==> config.mk <==
export PLATFORM = sky130hd
export DESIGN_NAME = if_stage
export DESIGN_NICKNAME = d
export VERILOG_FILES = /design/src/rtl/if_stage.sv
export SDC_FILE = /design/constraint.sdc
export NUM_CORES = 1
export LEC_CHECK = 0
export ABC_AREA = 1
export CORE_ASPECT_RATIO = 0.7
export CORE_MARGIN = 5
export CORE_UTILIZATION = 50
export DETAILED_ROUTE_END_ITERATION = 10
export GPL_TIMING_DRIVEN = 1
export PLACE_DENSITY = 0.81
export SETUP_SLACK_MARGIN = 0.2
export SLEW_MARGIN = 20
export SYNTH_ARGS = -nofsm -noshare
export SYNTH_HDL_FRONTEND = slang
export SYNTH_SLANG_ARGS = --single-unit
==> constraint.sdc <==
create_clock -name clock_i -period 2.7 [get_ports clock_i]
set_clock_uncertainty 0.15 [all_clocks]
set_input_delay 0.675 -clock clock_i [delete_from_list [all_inputs] [get_ports clock_i]]
set_output_delay 0.675 -clock clock_i [all_outputs]
set_load 0.02 [all_outputs]
==> src/rtl/if_stage.sv <==
// Instruction-fetch stage: PC, imem request handshake (FETCH/HOLD/KILL) and IF/ID register.
// Optional performance counters are built when IF_PERF_CNT_EN is defined.
module if_stage #(
    parameter int                     PC_WIDTH    = 64,
    parameter int                     INSTR_WIDTH = 32,
    parameter logic [PC_WIDTH-1:0]    RESET_PC    = '0,
    parameter logic [INSTR_WIDTH-1:0] NOP_INSTR   = INSTR_WIDTH'(32'h0000_0013)
) (
    input  logic                   clock_i,
    input  logic                   reset_i,
    input  logic                   pc_load_i,
    input  logic                   if_id_load_i,
    input  logic                   branch_taken_i,
    input  logic [PC_WIDTH-1:0]    branch_target_i,
    output logic                   imem_req_o,
    output logic [PC_WIDTH-1:0]    imem_addr_o,
    input  logic [INSTR_WIDTH-1:0] imem_rdata_i,
    input  logic                   imem_valid_i,
    output logic [PC_WIDTH-1:0]    if_id_pc_o,
    output logic [INSTR_WIDTH-1:0] if_id_instr_o,
    output logic                   if_id_valid_o,
    output logic                   fetch_busy_o,
    output logic [31:0]            perf_stall_cnt_o,
    output logic [31:0]            perf_flush_cnt_o
);

    typedef enum logic [1:0] {FETCH = 2'd0, HOLD = 2'd1, KILL = 2'd2} state_t;

    state_t                 state_q, state_d;
    logic [PC_WIDTH-1:0]    pc_q, pc_d;
    logic [PC_WIDTH-1:0]    kill_addr_q, kill_addr_d;
    logic [INSTR_WIDTH-1:0] buf_instr_q, buf_instr_d;
    logic [PC_WIDTH-1:0]    if_id_pc_q, if_id_pc_d;
    logic [INSTR_WIDTH-1:0] if_id_instr_q, if_id_instr_d;
    logic                   if_id_valid_q, if_id_valid_d;
    logic                   req_int;
    logic [PC_WIDTH-1:0]    pc_plus4;

    // A request is outstanding in every state except HOLD; reset masks it.
    assign req_int      = (state_q != HOLD);
    assign imem_req_o   = req_int && !reset_i;
    assign imem_addr_o  = (state_q == KILL) ? kill_addr_q : pc_q;
    assign fetch_busy_o = imem_req_o && !imem_valid_i;
    assign pc_plus4     = pc_q + PC_WIDTH'(4);

    assign if_id_pc_o    = if_id_pc_q;
    assign if_id_instr_o = if_id_instr_q;
    assign if_id_valid_o = if_id_valid_q;

    always_comb begin
        state_d       = state_q;
        pc_d          = pc_q;
        kill_addr_d   = kill_addr_q;
        buf_instr_d   = buf_instr_q;
        if_id_pc_d    = if_id_pc_q;
        if_id_instr_d = if_id_instr_q;
        if_id_valid_d = if_id_valid_q;
        if (branch_taken_i) begin
            pc_d          = branch_target_i;
            if_id_pc_d    = '0;
            if_id_instr_d = NOP_INSTR;
            if_id_valid_d = 1'b0;
            // An unanswered request must still be drained; its address stays on the bus.
            if (req_int && !imem_valid_i) begin
                state_d = KILL;
                if (state_q != KILL) kill_addr_d = pc_q;
            end else begin
                state_d = FETCH;
            end
        end else begin
            unique case (state_q)
                FETCH: begin
                    if (imem_valid_i) begin
                        if (!if_id_load_i) begin
                            buf_instr_d = imem_rdata_i;
                            state_d     = HOLD;
                        end else if (pc_load_i) begin
                            if_id_pc_d    = pc_q;
                            if_id_instr_d = imem_rdata_i;
                            if_id_valid_d = 1'b1;
                            pc_d          = pc_plus4;
                        end else begin
                            if_id_pc_d    = pc_q;
                            if_id_instr_d = NOP_INSTR;
                            if_id_valid_d = 1'b0;
                        end
                    end else if (if_id_load_i) begin
                        if_id_pc_d    = pc_q;
                        if_id_instr_d = NOP_INSTR;
                        if_id_valid_d = 1'b0;
                    end
                end
                HOLD: begin
                    if (if_id_load_i) begin
                        if_id_pc_d = pc_q;
                        if (pc_load_i) begin
                            if_id_instr_d = buf_instr_q;
                            if_id_valid_d = 1'b1;
                            pc_d          = pc_plus4;
                            state_d       = FETCH;
                        end else begin
                            if_id_instr_d = NOP_INSTR;
                            if_id_valid_d = 1'b0;
                        end
                    end
                end
                KILL: begin
                    if (imem_valid_i) state_d = FETCH;
                    if (if_id_load_i) begin
                        if_id_pc_d    = pc_q;
                        if_id_instr_d = NOP_INSTR;
                        if_id_valid_d = 1'b0;
                    end
                end
                default: state_d = FETCH;
            endcase
        end
    end

    always_ff @(posedge clock_i) begin
        if (reset_i) begin
            state_q       <= FETCH;
            pc_q          <= RESET_PC;
            kill_addr_q   <= '0;
            buf_instr_q   <= NOP_INSTR;
            if_id_pc_q    <= '0;
            if_id_instr_q <= NOP_INSTR;
            if_id_valid_q <= 1'b0;
        end else begin
            state_q       <= state_d;
            pc_q          <= pc_d;
            kill_addr_q   <= kill_addr_d;
            buf_instr_q   <= buf_instr_d;
            if_id_pc_q    <= if_id_pc_d;
            if_id_instr_q <= if_id_instr_d;
            if_id_valid_q <= if_id_valid_d;
        end
    end

`ifdef IF_PERF_CNT_EN
    logic [31:0] stall_cnt_q, flush_cnt_q;

    always_ff @(posedge clock_i) begin
        if (reset_i) begin
            stall_cnt_q <= '0;
            flush_cnt_q <= '0;
        end else begin
            if (state_q != KILL && !if_id_load_i) stall_cnt_q <= stall_cnt_q + 32'd1;
            if (branch_taken_i)                   flush_cnt_q <= flush_cnt_q + 32'd1;
        end
    end

    assign perf_stall_cnt_o = stall_cnt_q;
    assign perf_flush_cnt_o = flush_cnt_q;
`else
    assign perf_stall_cnt_o = '0;
    assign perf_flush_cnt_o = '0;
`endif

endmodule

; Word-level counts from Yosys, hierarchy flattened
; Index checks and enable logic that the tools add are counted.
[op_classes]
n_addsub = 1
bitwise_logic = 2
reduce_logical = 16
eq_ne = 11
n_mux = 26
[op_table]
columns = operator, n
row1 = 64-bit 2-to-1 mux, 5
row2 = 32-bit 2-to-1 mux, 6
row3 = 64-bit case mux with 2 select lines, 1
row4 = 32-bit case mux with 3 select lines, 1
row5 = "64-bit by 3-bit adder with 64-bit output, second input constant", 1
row6 = "3-bit != test, second input constant", 6
row7 = 2-bit 2-to-1 mux, 7
row8 = 2-bit case mux with 3 select lines, 1
row9 = 3-bit AND reduction, 2
row10 = 3-bit nonzero test, 2
row11 = 5-bit AND reduction, 1
row12 = 1-bit 2-to-1 mux, 4
row13 = "2-bit != test, second input constant", 2
row14 = 2-bit AND reduction, 2
row15 = 4-bit AND reduction, 1
row16 = 1-bit logical AND, 3
row17 = 1-bit case mux with 3 select lines, 1
row18 = 3-bit OR reduction, 1
row19 = "2-bit by 1-bit == test with 1-bit output, second input constant", 1
row20 = "2-bit == test, second input constant", 1
row21 = 1-bit zero test, 2
row22 = 2-bit zero test, 1
row23 = "2-bit by 1-bit != test with 1-bit output, second input constant", 1
row24 = 1-bit inverter, 2
row25 = 2-bit OR reduction, 1
[totals]
inputBits = 102
elab_cells = 63
output_inout_bits = 227
ff_bits = 259

; Logic depth before layout (Yosys ltp)
[logic_depth]
depth_word = 6
depth_mapped = 12
depth_no_buf = 12

; Least setup slack after synthesis
; No wires, ideal clock.
[synth_timing]
path_type = register to output
from = reg state_q[0]
to = out imem_addr_o[15]
stages_incl_launch_ff = 8
t_arrival_ns = 1.532
path_slack_ns = 0.343
path_buffers = 2
required_ns = 1.875
path_cell_list = dfxtp_1 inv_1 ha_1 inv_1 clkbuf_1 clkbuf_1 nand2_1 o21ai_0
[synth_via]
elab_chain_len = 2
[synth_rtl]
columns = element, line_no
row1 = from (decl), 29  ; state_t state_q, state_d;
row2 = from (signal assigned), 130  ; state_q <= state_d;
row3 = 2-bit == test, 42  ; assign imem_addr_o = (state_q == KILL) ? kill_addr_q : pc_q;
row4 = 64-bit 2-to-1 mux, 42
row5 = to (decl), 16  ; output logic [PC_WIDTH-1:0] imem_addr_o,
; Every way passes these cells.

; Worst setup path in the final report
[layout_timing]
from = reg state_q[0]
to = out imem_addr_o[53]
; The elaborated chain is that of the path after synthesis.

==> results.py <==
metrics = {
    "flow_run": {
        "cap_violations": 0,
    },
    "min_path": {
        "hold_class": "flip-flop to flip-flop",
        "holdPathStages": 2,
    },
    "power_and_ir_drop": {
        "p_sw_mw": 3.00,
        "switching_share_pct": 29.7,
        "p_clk_share_pct": 38.4,
        "seq_power_share_pct": 42.0,
        "power_leakage_nw": 7.01,
        "combPwrFrac_pct": 19.6,
        "internal_power_mw": 7.09,
        "ir_drop_mv": 0.385,
        "powerDensity_nw_per_um2": 566,
    },
    "synthesis": {
        "synth_edf_count": 0,
        "synth.distinct_cells": 41,
        "avgSynthCellArea_um2": 6.54,
        "synth_area_leaders": "dfxtp_1, nand2_1, o21ai_0",
        "postSynthCellCount": 2060,
        "netlist_area_um2": 13500,
        "synthMostInstantiatedCell": "nand2_1",
        "synth-main-ff-cell": "dfxtp_1",
        "yosysTopAreaCellShare_pct": 38.5,
        "synthArstFlopShare_pct": 0,
        "netlist_top_cells_count": "nand2_1, o21ai_0, dfxtp_1",
        "synth_top_area_cell": "dfxtp_1",
        "ys_seq_elements": 259,
        "yosys_warnings": 0,
        "yosysSeqAreaShare_pct": 38.5,
    },
    "floorplanning": {
        "num_rows": 50,
        "die_w_um": 206,
        "design.die.area_um2": 30400,
        "die_h_um": 147,
        "ios": 329,
        "core_area_um2": 26700,
        "start_util_pct": 50.5,
    },
    "cts": {
        "clock_latency_ns": 0.54,
        "numCtsBuffers": 27,
        "ctsHoldBuffers": 0,
        "clkTransAtPathRegs_ns": 0.06,
        "clock_path_buffers": 3,
        "clock-sinks": 259,
        "h-tree-depth": 1,
        "cts_tree": "built",
        "cts-root-buf": "clkbuf_16",
    },
    "finish": {
        "syn_to_final_growth_pct": 32.3,
        "fin_nets": 2405,
        "final_util_pct": 66.8,
        "drive_gt1_share_pct": 12.8,
        "multi_input_area_um2": 7200,
        "final_cells": 2681,
        "regArea_um2": 5190,
        "fill_cells": 2333,
    },
    "sta": {
        "hold-worst-slack_ns": 0.296,
        "slew_headroom_pct": 46.1,
        "fin_setup_tns_ns": 0,
        "fmax_mhz": 372,
        "timing.final.crit_share_pct": 99.5,
        "finalSetupViolCount": 0,
        "slew_viol_final": 0,
        "grt_setup_unrepaired": "true",
        "final_hold_viol_count": 0,
        "tightest_slew_ns": 0.807,
        "setup_slack_ns": 0.0139,
        "min_period_ns": 2.69,
    },
    "worst_setup_path": {
        "worstPathArrival_ns": 1.86,
        "rr_worst_depth": 9,
        "cp-start-kind": "flip-flop",
        "worstSetupPathType": "flip-flop to output port",
        "critPathMaxFanout": 4,
        "required_ns": 1.88,
        "end_kind": "output port",
    },
    "route": {
        "first_pass_iters": 8,
        "drc": 0,
        "drt_wl_total_mm": 49.7,
        "drtAntennaViolNets": 0,
        "vias_per_cell": 5.43,
        "vias": 14600,
        "wl_per_cell_um": 18.5,
        "dr.first_iter.drc_count": 1256,
    },
    "global_routing": {
        "grt_pass1_wl_mm": 76.6,
        "grt_pass1_vias": 13500,
        "grt_usage_pct": 31.2,
        "grt_overflow": 0,
        "grt_antenna_before_repair": 2,
        "grt_max_degree": 129,
    },
    "status": {
        "status": "complete, no violations",
    },
    "placed_design": {
        "pre_cts_ws_ns": -0.0647,
        "io_buffers": 264,
        "dp.cells": 2618,
        "gp_congestion": 0.971,
        "hpwl_mm": 35.2,
    },
}
[critical path, stage by stage (launching register included)]
cell and delay, ns:
dfxtp_2 0.34, inv_2 0.05, ha_4 0.19, buf_12 0.15
buf_16 0.14, buf_12 0.14, o21ai_4 0.17, buf_6 0.14
[logic make-up after synthesis]
logic type / after synthesis / share of synthesized area [%]
simple gates: 836 / 26.0
other cells: 1 / 0.0279
buf+inv: 382 / 12.7
xor+xnor: 1 / 0.0651
fa+ha+maj: 5 / 0.465
compound gates: 576 / 22.2
flops: 259 / 38.5
[stage by stage]
| stage | power (mW) | cell area [um^2] |
|---|---|---|
| floorplan | 5.38 | 13700 |
| global placement | 6.06 | 16400 |
| detailed placement | 6.10 | 16400 |
| CTS | 10.0 | 17600 |
| global route | 10.5 | 17800 |
| finish | 10.1 | 17800 |
[routing by layer]
metal,wire (um),global-route usage [%],vias up
li1,-,-,6994
met4,1800,10.0,2
met3,4430,5.67,129
met5,11,0,-
met2,21600,47.3,712
met1,21800,44.9,6729
[cell type report]
type                    instances  area share (%)
diodes                          1          0.0141
clock buffers                  41            4.59
clock inverters                 6           0.506
inverters                     202            4.26
multi-input cells            1482            40.4
flip-flops and latches        259            29.1
well taps                     364            2.56
repair buffers                326            18.5
[sequential cells by signal, summed over array words and instances, names as in the netlist]
| register | cells |
|---|---|
| pc_q | 64 |
| kill_addr_q | 64 |
| if_id_valid_o | 1 |
| state_q | 2 |
| if_id_pc_o | 64 |
| buf_instr_q | 32 |
| if_id_instr_o | 32 |
[layout by cell type, fill, tap and decap left out, drive strengths merged, types with 10 or more instances in the layout]
cell | synthesis | layout
nand2 | 510 | 510
o21ai | 315 | 315
dfxtp | 259 | 259
nor2 | 237 | 237
a21oi | 230 | 230
inv | 200 | 201
clkdlybuf4s50 | 0 | 196
buf | 88 | 129
nand3 | 71 | 71
conb | 1 | 64
clkbuf | 92 | 42
nand4 | 13 | 13
a211oi | 10 | 10
[path summary, 6_finish.rpt]
kind | slack (ns) | from | endpoint
hold / removal | 0.30 | kill_addr_q[14] | kill_addr_q[14]
hold reg to reg | 0.30 | kill_addr_q[14] | kill_addr_q[14]
setup / recovery | 0.01 | state_q[0] | imem_addr_o[53]
setup reg to reg | 0.31 | pc_q[16] | pc_q[39]
[power by group through the flow]
stage          registers [mW]  clock network (mW)  logic [mW]
2_1_floorplan            4.32                   0        1.06
3_3_place_gp             4.30                   0        1.77
3_5_place_dp             4.30                   0        1.80
4_1_cts                  4.23                3.90        1.91
5_1_grt                  4.26                4.06        2.14
6_report                 4.24                3.87        1.98
[repair_timing]
| action | CTS | global route |
|---|---|---|
| pin swaps | 12 | 11 |
| endpoints found under the setup margin | 66 | 66 |
| resized for setup | 465 | 80 |
| buffers inserted | 10 | 1 |
| cloned | 4 | 0 |
Note: power is estimated with default switching activity, not from simulation.
